### src/rtl/sprite_bitmap_loader_pkg.sv
// Shared constants, header field positions and FSM state encoding for the
// sprite bitmap loader.
package sprite_bitmap_loader_pkg;

    localparam int unsigned SPR_ROWS  = 16;
    localparam int unsigned SPR_WIDTH = 8;
    localparam int unsigned SPR_ROW_W = 4;

    localparam int unsigned HDR_LEN_MSB = 7;
    localparam int unsigned HDR_LEN_LSB = 4;
    localparam int unsigned HDR_ROW_MSB = 3;
    localparam int unsigned HDR_ROW_LSB = 0;

    typedef enum logic [1:0] {
        ST_IDLE  = 2'd0,
        ST_DATA  = 2'd1,
        ST_CHECK = 2'd2
    } state_e;

    typedef logic [SPR_ROW_W-1:0] row_idx_t;

endpackage

### src/rtl/sprite_bitmap_loader_if.sv
// Byte-stream valid/ready channel feeding the sprite bitmap loader.
interface sprite_bitmap_loader_if;

    logic [7:0] in_data;
    logic       in_valid;
    logic       in_ready;

    modport master (
        output in_data,
        output in_valid,
        input  in_ready
    );

    modport slave (
        input  in_data,
        input  in_valid,
        output in_ready
    );

endinterface

### src/rtl/sprite_bitmap_loader_dbuf.sv
// sprite_dbuf: back/front bitmap register pair with single-row write, bulk
// commit (back->front), bulk restore (front->back) and combinational read.
module sprite_dbuf
    import sprite_bitmap_loader_pkg::*;
#(
    parameter int unsigned ROWS  = SPR_ROWS,
    parameter int unsigned WIDTH = SPR_WIDTH
) (
    input  logic                 clk,
    input  logic                 rst_n,
    input  logic                 we_i,
    input  logic [SPR_ROW_W-1:0] waddr_i,
    input  logic [WIDTH-1:0]     wdata_i,
    input  logic                 commit_i,
    input  logic                 restore_i,
    input  logic [SPR_ROW_W-1:0] raddr_i,
    output logic [WIDTH-1:0]     rdata_o
);

    logic [WIDTH-1:0] back_q  [ROWS];
    logic [WIDTH-1:0] front_q [ROWS];

    // Restore discards the whole uncommitted batch, so it wins over a write.
    always_ff @(posedge clk or negedge rst_n) begin
        if (!rst_n) begin
            back_q <= '{default: '0};
        end else if (restore_i) begin
            back_q <= front_q;
        end else if (we_i) begin
            back_q[waddr_i] <= wdata_i;
        end
    end

    always_ff @(posedge clk or negedge rst_n) begin
        if (!rst_n) begin
            front_q <= '{default: '0};
        end else if (commit_i) begin
            front_q <= back_q;
        end
    end

    assign rdata_o = front_q[raddr_i];

endmodule

### src/rtl/sprite_bitmap_loader.sv
// Sprite bitmap loader: packet FSM, vsync edge detect and tear-free commit.
// Optional trailer checksum enabled by SPRITE_LOADER_CHECKSUM_EN.
module sprite_bitmap_loader
    import sprite_bitmap_loader_pkg::*;
#(
    parameter int unsigned ROWS  = SPR_ROWS,
    parameter int unsigned WIDTH = SPR_WIDTH
) (
    input  logic                   clk,
    input  logic                   reset,
    sprite_bitmap_loader_if.slave  stream,
    input  logic                   vsync,
    input  logic [SPR_ROW_W-1:0]   yofs,
    output logic [WIDTH-1:0]       bits,
    output logic                   busy,
    output logic                   loaded,
    output logic                   cksum_err
);

    state_e     state_q;
    row_idx_t   row_ptr_q;
    logic [3:0] remain_q;
    logic       pending_q;
    logic       vsync_q;
    logic       loaded_q;
    logic       cksum_err_q;

    logic vs_rise;
    logic commit;
    logic xfer;
    logic wr_en;
    logic restore;

    assign vs_rise         = vsync && !vsync_q;
    assign commit          = vs_rise && pending_q && (state_q == ST_IDLE);
    assign stream.in_ready = !commit;
    assign xfer            = stream.in_valid && stream.in_ready;
    assign wr_en           = xfer && (state_q == ST_DATA);

`ifdef SPRITE_LOADER_CHECKSUM_EN
    logic [7:0] ck_q;
    assign restore = xfer && (state_q == ST_CHECK) && (stream.in_data != ck_q);
`else
    assign restore = 1'b0;
`endif

    always_ff @(posedge clk or negedge reset) begin
        if (!reset) begin
            state_q     <= ST_IDLE;
            row_ptr_q   <= '0;
            remain_q    <= '0;
            pending_q   <= 1'b0;
            vsync_q     <= 1'b0;
            loaded_q    <= 1'b0;
            cksum_err_q <= 1'b0;
`ifdef SPRITE_LOADER_CHECKSUM_EN
            ck_q        <= '0;
`endif
        end else begin
            vsync_q     <= vsync;
            loaded_q    <= commit;
            cksum_err_q <= 1'b0;
            if (commit) begin
                pending_q <= 1'b0;
            end
            case (state_q)
                ST_IDLE: begin
                    if (xfer) begin
                        row_ptr_q <= stream.in_data[HDR_ROW_MSB:HDR_ROW_LSB];
                        remain_q  <= stream.in_data[HDR_LEN_MSB:HDR_LEN_LSB];
`ifdef SPRITE_LOADER_CHECKSUM_EN
                        ck_q      <= '0;
`endif
                        state_q   <= ST_DATA;
                    end
                end
                ST_DATA: begin
                    if (xfer) begin
                        row_ptr_q <= row_ptr_q + row_idx_t'(1);
                        remain_q  <= remain_q - 4'd1;
`ifdef SPRITE_LOADER_CHECKSUM_EN
                        ck_q      <= ck_q ^ stream.in_data;
                        if (remain_q == '0) begin
                            state_q <= ST_CHECK;
                        end
`else
                        if (remain_q == '0) begin
                            state_q   <= ST_IDLE;
                            pending_q <= 1'b1;
                        end
`endif
                    end
                end
                ST_CHECK: begin
`ifdef SPRITE_LOADER_CHECKSUM_EN
                    if (xfer) begin
                        state_q <= ST_IDLE;
                        if (restore) begin
                            cksum_err_q <= 1'b1;
                            pending_q   <= 1'b0;
                        end else begin
                            pending_q   <= 1'b1;
                        end
                    end
`else
                    state_q <= ST_IDLE;
`endif
                end
                default: state_q <= ST_IDLE;
            endcase
        end
    end

    sprite_dbuf #(
        .ROWS  (ROWS),
        .WIDTH (WIDTH)
    ) u_dbuf (
        .clk       (clk),
        .rst_n     (reset),
        .we_i      (wr_en),
        .waddr_i   (row_ptr_q),
        .wdata_i   (stream.in_data),
        .commit_i  (commit),
        .restore_i (restore),
        .raddr_i   (yofs),
        .rdata_o   (bits)
    );

    assign busy   = (state_q != ST_IDLE);
    assign loaded = loaded_q;
`ifdef SPRITE_LOADER_CHECKSUM_EN
    assign cksum_err = cksum_err_q;
`else
    assign cksum_err = 1'b0;
`endif

endmodule

### src/flat_wrapper.sv
// flat-port wrapper written by rule: the top's interface ports become plain ports
module sprite_bitmap_loader_flat import sprite_bitmap_loader_pkg::*;
#(
    parameter int unsigned ROWS  = SPR_ROWS,
    parameter int unsigned WIDTH = SPR_WIDTH
)
  (clk, reset, vsync, yofs, bits, busy, loaded, cksum_err, stream_in_data, stream_in_valid, stream_in_ready);
  sprite_bitmap_loader_if stream_i ();
  input  logic clk;
  input  logic reset;
  input  logic vsync;
  input  logic [SPR_ROW_W-1:0] yofs;
  output logic [WIDTH-1:0] bits;
  output logic busy;
  output logic loaded;
  output logic cksum_err;
  input wire logic [$bits(stream_i.in_data)-1:0] stream_in_data;
  input wire logic [$bits(stream_i.in_valid)-1:0] stream_in_valid;
  output wire logic [$bits(stream_i.in_ready)-1:0] stream_in_ready;
  assign stream_i.in_data = stream_in_data;
  assign stream_i.in_valid = stream_in_valid;
  assign stream_in_ready = stream_i.in_ready;
  sprite_bitmap_loader #(.ROWS(ROWS), .WIDTH(WIDTH)) u_core (.clk(clk), .reset(reset), .stream(stream_i), .vsync(vsync), .yofs(yofs), .bits(bits), .busy(busy), .loaded(loaded), .cksum_err(cksum_err));
endmodule
### config.mk
export PLATFORM = sky130hd
export DESIGN_NAME = sprite_bitmap_loader_flat
export DESIGN_NICKNAME = d
export VERILOG_FILES = /design/src/rtl/sprite_bitmap_loader_pkg.sv /design/src/rtl/sprite_bitmap_loader_if.sv /design/src/rtl/sprite_bitmap_loader_dbuf.sv /design/src/rtl/sprite_bitmap_loader.sv /design/src/flat_wrapper.sv
export SDC_FILE = /design/constraint.sdc
export NUM_CORES = 1
export LEC_CHECK = 0
export CAP_MARGIN = 10
export CORE_ASPECT_RATIO = 1.5
export CORE_MARGIN = 2
export CORE_UTILIZATION = 49
export CTS_CLUSTER_SIZE = 10
export DETAILED_ROUTE_END_ITERATION = 12
export PLACE_DENSITY = 0.75
export SETUP_SLACK_MARGIN = 0.2
export SYNTH_ARGS = -nofsm -noshare
export SYNTH_HDL_FRONTEND = slang
export SYNTH_HIERARCHICAL = 1
export SYNTH_SLANG_ARGS = --single-unit
### constraint.sdc
create_clock -name clk -period 1.85 [get_ports clk]
set_clock_uncertainty 0.1 [all_clocks]
set_input_delay 0.37 -clock clk [delete_from_list [all_inputs] [get_ports clk]]
set_output_delay 0.37 -clock clk [all_outputs]
set_load 0.05 [all_outputs]
==> reports/qor.txt <==
asr flop ratio synth -> 100%
Hold WC Path Type -> in2async
GPL Wtd Cong -> 0.777
DP Area -> 15200 um^2
worst r2r src -> u_core/pending_q$_DFF_PN0_
CP endpoint kind -> primary output
FP Rows -> 72
Post-synth top cells -> dfrtp_1 (268), nor2_1 (136), o21ai_0 (135)
Die ar. -> 27200 um^2
Syn Inst Count -> 1166
crit start category -> flop
initial cell density of the core -> 49.4%
max cap viols -> 0
final core utilization -> 71.9%
core area -> 25700 um^2
Final Cycle Share -> 135%
# clock sinks -> 268
Post-DP HPWL -> 21100 um
Leakage -> 7.46 nW
failing checks -> setup timing
highest metal used -> met4
largest net degree at the start of global routing -> 257
Initial DRT Pass Iterations -> 6
syn_area_per_cell -> 10.9 um^2
Design Area, Final -> 18500 um^2
Worst Path Arrival -> 2.02 ns
initial antenna violation count -> 0
first-pass GRT wire length -> 67100 um
CTS tree -> built
Routed Wire Length -> 50000 um
largest cells by area after synthesis -> dfrtp_1 (53%), mux2_2 (11%), a31oi_1 (6.3%)
max-slew violation count -> 0
CP cell instances -> mux4_2, a22oi_2, nand2_4, buf_12
FMAX -> 401 MHz
# IOs -> 28
wire length on met2 -> 24100 um
final worst slack -> -0.641 ns
kind of critical path -> reg2out
ANT cells -> 0
number of global-route vias before repair -> 11700
Slew headroom -> 63.0%
Pwr Density -> 1460 nW/um^2
Setup violations, final -> 127
Worst-Margin Slew -> 0.555 ns
fin crit period -> 2.49 ns
CTS root buf -> clkbuf_16
share of cells above drive strength 1 -> 51.9%
Clock Latency Late Sink -> 0.56 ns
met3 WL post-DR -> 4580 um
flops & latches, synth -> 268
synthesis warning total -> 6
EDFF count, synth -> 0
initial drt markers -> 1482
top_reg_cell synth -> dfrtp_1
grt total ovfl -> 0
clock-pin transition on the worst setup and hold timing paths -> 0.06 ns
area leader, netlist -> dfrtp_1
number of nets in the layout -> 1310
status -> complete, but fails checks
Total Routing Usage GR -> 31.8%
post-route antenna net violation count -> 0
Yosys top cell area share -> 52.8%
Layout area overhead -> 45.5%
Clock Path Buffers -> 3
Port-buffer cells -> 26
RSZ-0062 raised after global routing -> yes
sequential share of the synthesized area -> 52.8%
Fin. Hold Viols -> 0
H-Tree Level Count -> 1
critical path fanouts, max -> 3
Critical Path RT -> 1.38 ns
Die Width -> 135 um
slowest stage cell, crit path -> mux4_2
cts bufs inserted -> 30
most numerous cell in the Yosys netlist -> dfrtp_1
met1 WL -> 17100 um
Vias/cell -> 7.11
routed via count -> 11600
DR WL/cell -> 30.8 um
crit path from -> u_core/u_dbuf/front_q[53]$_DFFE_PN0P_
Max IR drop VDD -> 1190 uV
Netlist cell types -> 40
DRC viols -> 0
CP max stage delay -> 0.53 ns
Die Span Y -> 201 um
Syn Std Cell Area -> 12700 um^2
==> timing repair <==
item,4_1_cts,5_1_grt
endpoints found under the hold margin,35,0
endpoints found under the setup margin,156,268
gates resized for setup,201,173
pin swaps,133,146
setup buffers,34,7
gates cloned,19,8
hold buffers,1,0
==> layout by cell type (no fill, tap or decap), types with 3 or more instances in the layout <==
| cell type | synthesis | routed |
|---|---|---|
| a211oi_1 | 3 | 3 |
| a22oi_2 | 0 | 16 |
| a31oi_1 | 128 | 116 |
| a31oi_2 | 0 | 3 |
| a31oi_4 | 0 | 9 |
| buf_12 | 0 | 60 |
| buf_16 | 0 | 22 |
| buf_4 | 2 | 82 |
| buf_6 | 8 | 29 |
| buf_8 | 0 | 6 |
| clkbuf_1 | 81 | 3 |
| clkbuf_16 | 0 | 38 |
| clkdlybuf4s50_1 | 0 | 12 |
| dfrtp_1 | 268 | 265 |
| dfrtp_2 | 0 | 3 |
| inv_1 | 5 | 5 |
| mux2_4 | 0 | 128 |
| mux2i_1 | 4 | 4 |
| mux4_2 | 19 | 30 |
| nand2_1 | 16 | 7 |
| nand2_4 | 0 | 8 |
| nand3_1 | 131 | 37 |
| nand3_2 | 0 | 80 |
| nand3_4 | 0 | 14 |
| nor2_1 | 136 | 134 |
| nor3_1 | 5 | 5 |
| o21ai_0 | 135 | 7 |
| o21ai_1 | 2 | 8 |
| o21ai_2 | 0 | 96 |
| o21ai_4 | 0 | 26 |
==> metrics by stage <==
| step | hold WS (ns) | TNS (ns) | instances | setup slack (ns) | total power [mW] |
|---|---|---|---|---|---|
| floorplan | -0.0256 | -7.03 | 1167 | -0.138 | 14.2 |
| global placement | 0.194 | -80.49 | 1524 | -0.622 | 17.2 |
| CTS | 0.183 | -7.52 | 1612 | -0.615 | 24.4 |
| detailed placement | 0.198 | -92.48 | 1524 | -0.668 | 17.5 |
| global route | 0.213 | -19.51 | 1627 | -0.664 | 27.6 |
| finish | 0.200 | -10.17 | 1627 | -0.641 | 26.9 |
==> worst max-delay path: cells and delay by family (launching register included) <==
kind | cells | cell delay (ns)
AO/OA/AOI/OAI | 1 | 0.28
buffers and inverters | 1 | 0.15
flip-flops | 1 | 0.42
multiplexers | 1 | 0.53
AND/OR/NAND/NOR | 1 | 0.08
==> sequential cells by signal (all words and copies together), names as in the netlist <==
signal / flops
u_core/state_q: 1
u_core/remain_q: 4
u_core/row_ptr_q: 4
u_core/loaded: 1
u_core/vsync_q: 1
u_core/u_dbuf/front_q: 128
u_core/pending_q: 1
u_core/u_dbuf/back_q: 128
==> layer usage <==
| layer | vias up | GRT usage (%) |
|---|---|---|
| met2 | 921 | 51.8 |
| met1 | 5839 | 39.3 |
| met3 | 309 | 6.05 |
| met4 | 0 | 18.7 |
| li1 | 4507 | - |
| met5 | - | 0 |
==> area by class of cell <==
type	count	area (um^2)
flip-flops and latches	268	6710
repair buffers	221	3150
clock buffers	34	787
inverters	6	30.0
fillers	1396	7210
multi-input cells	765	7370
well taps	333	417
==> where the power goes <==
part           leakage (nW)  internal (mW)  switching [mW]
sequential             3.38           7.78            1.86
combinational          3.70           5.55            6.45
clock                 0.386           2.93            2.36
total                  7.46           16.3            10.7
==> final timing paths <==
path / endpoint / slack (ns) / cells past startpoint
max: bits[5] / -0.64 / 4
min: u_core/u_dbuf/front_q[34]$_DFFE_PN0P_ / 0.20 / 2
max reg2reg: u_core/u_dbuf/front_q[16]$_DFFE_PN0P_ / -0.11 / 9
min reg2reg: u_core/u_dbuf/front_q[5]$_DFFE_PN0P_ / 0.42 / 1
max in group asynchronous: u_core/u_dbuf/back_q[86]$_DFFE_PN0P_ / 0.72 / 3
min in group clk: u_core/vsync_q$_DFF_PN0_ / 0.22 / 1
==> cell families after synthesis <==
family / synth area share, %
AND/OR/NAND/NOR: 11.2
AO/OA/AOI/OAI: 13.0
flip-flops: 52.8
multiplexers: 17.7
buffers and inverters: 4.98
adder cells (fa/ha/maj): 0.197
other: 0.0295
Power figures use the tool's default switching activity.
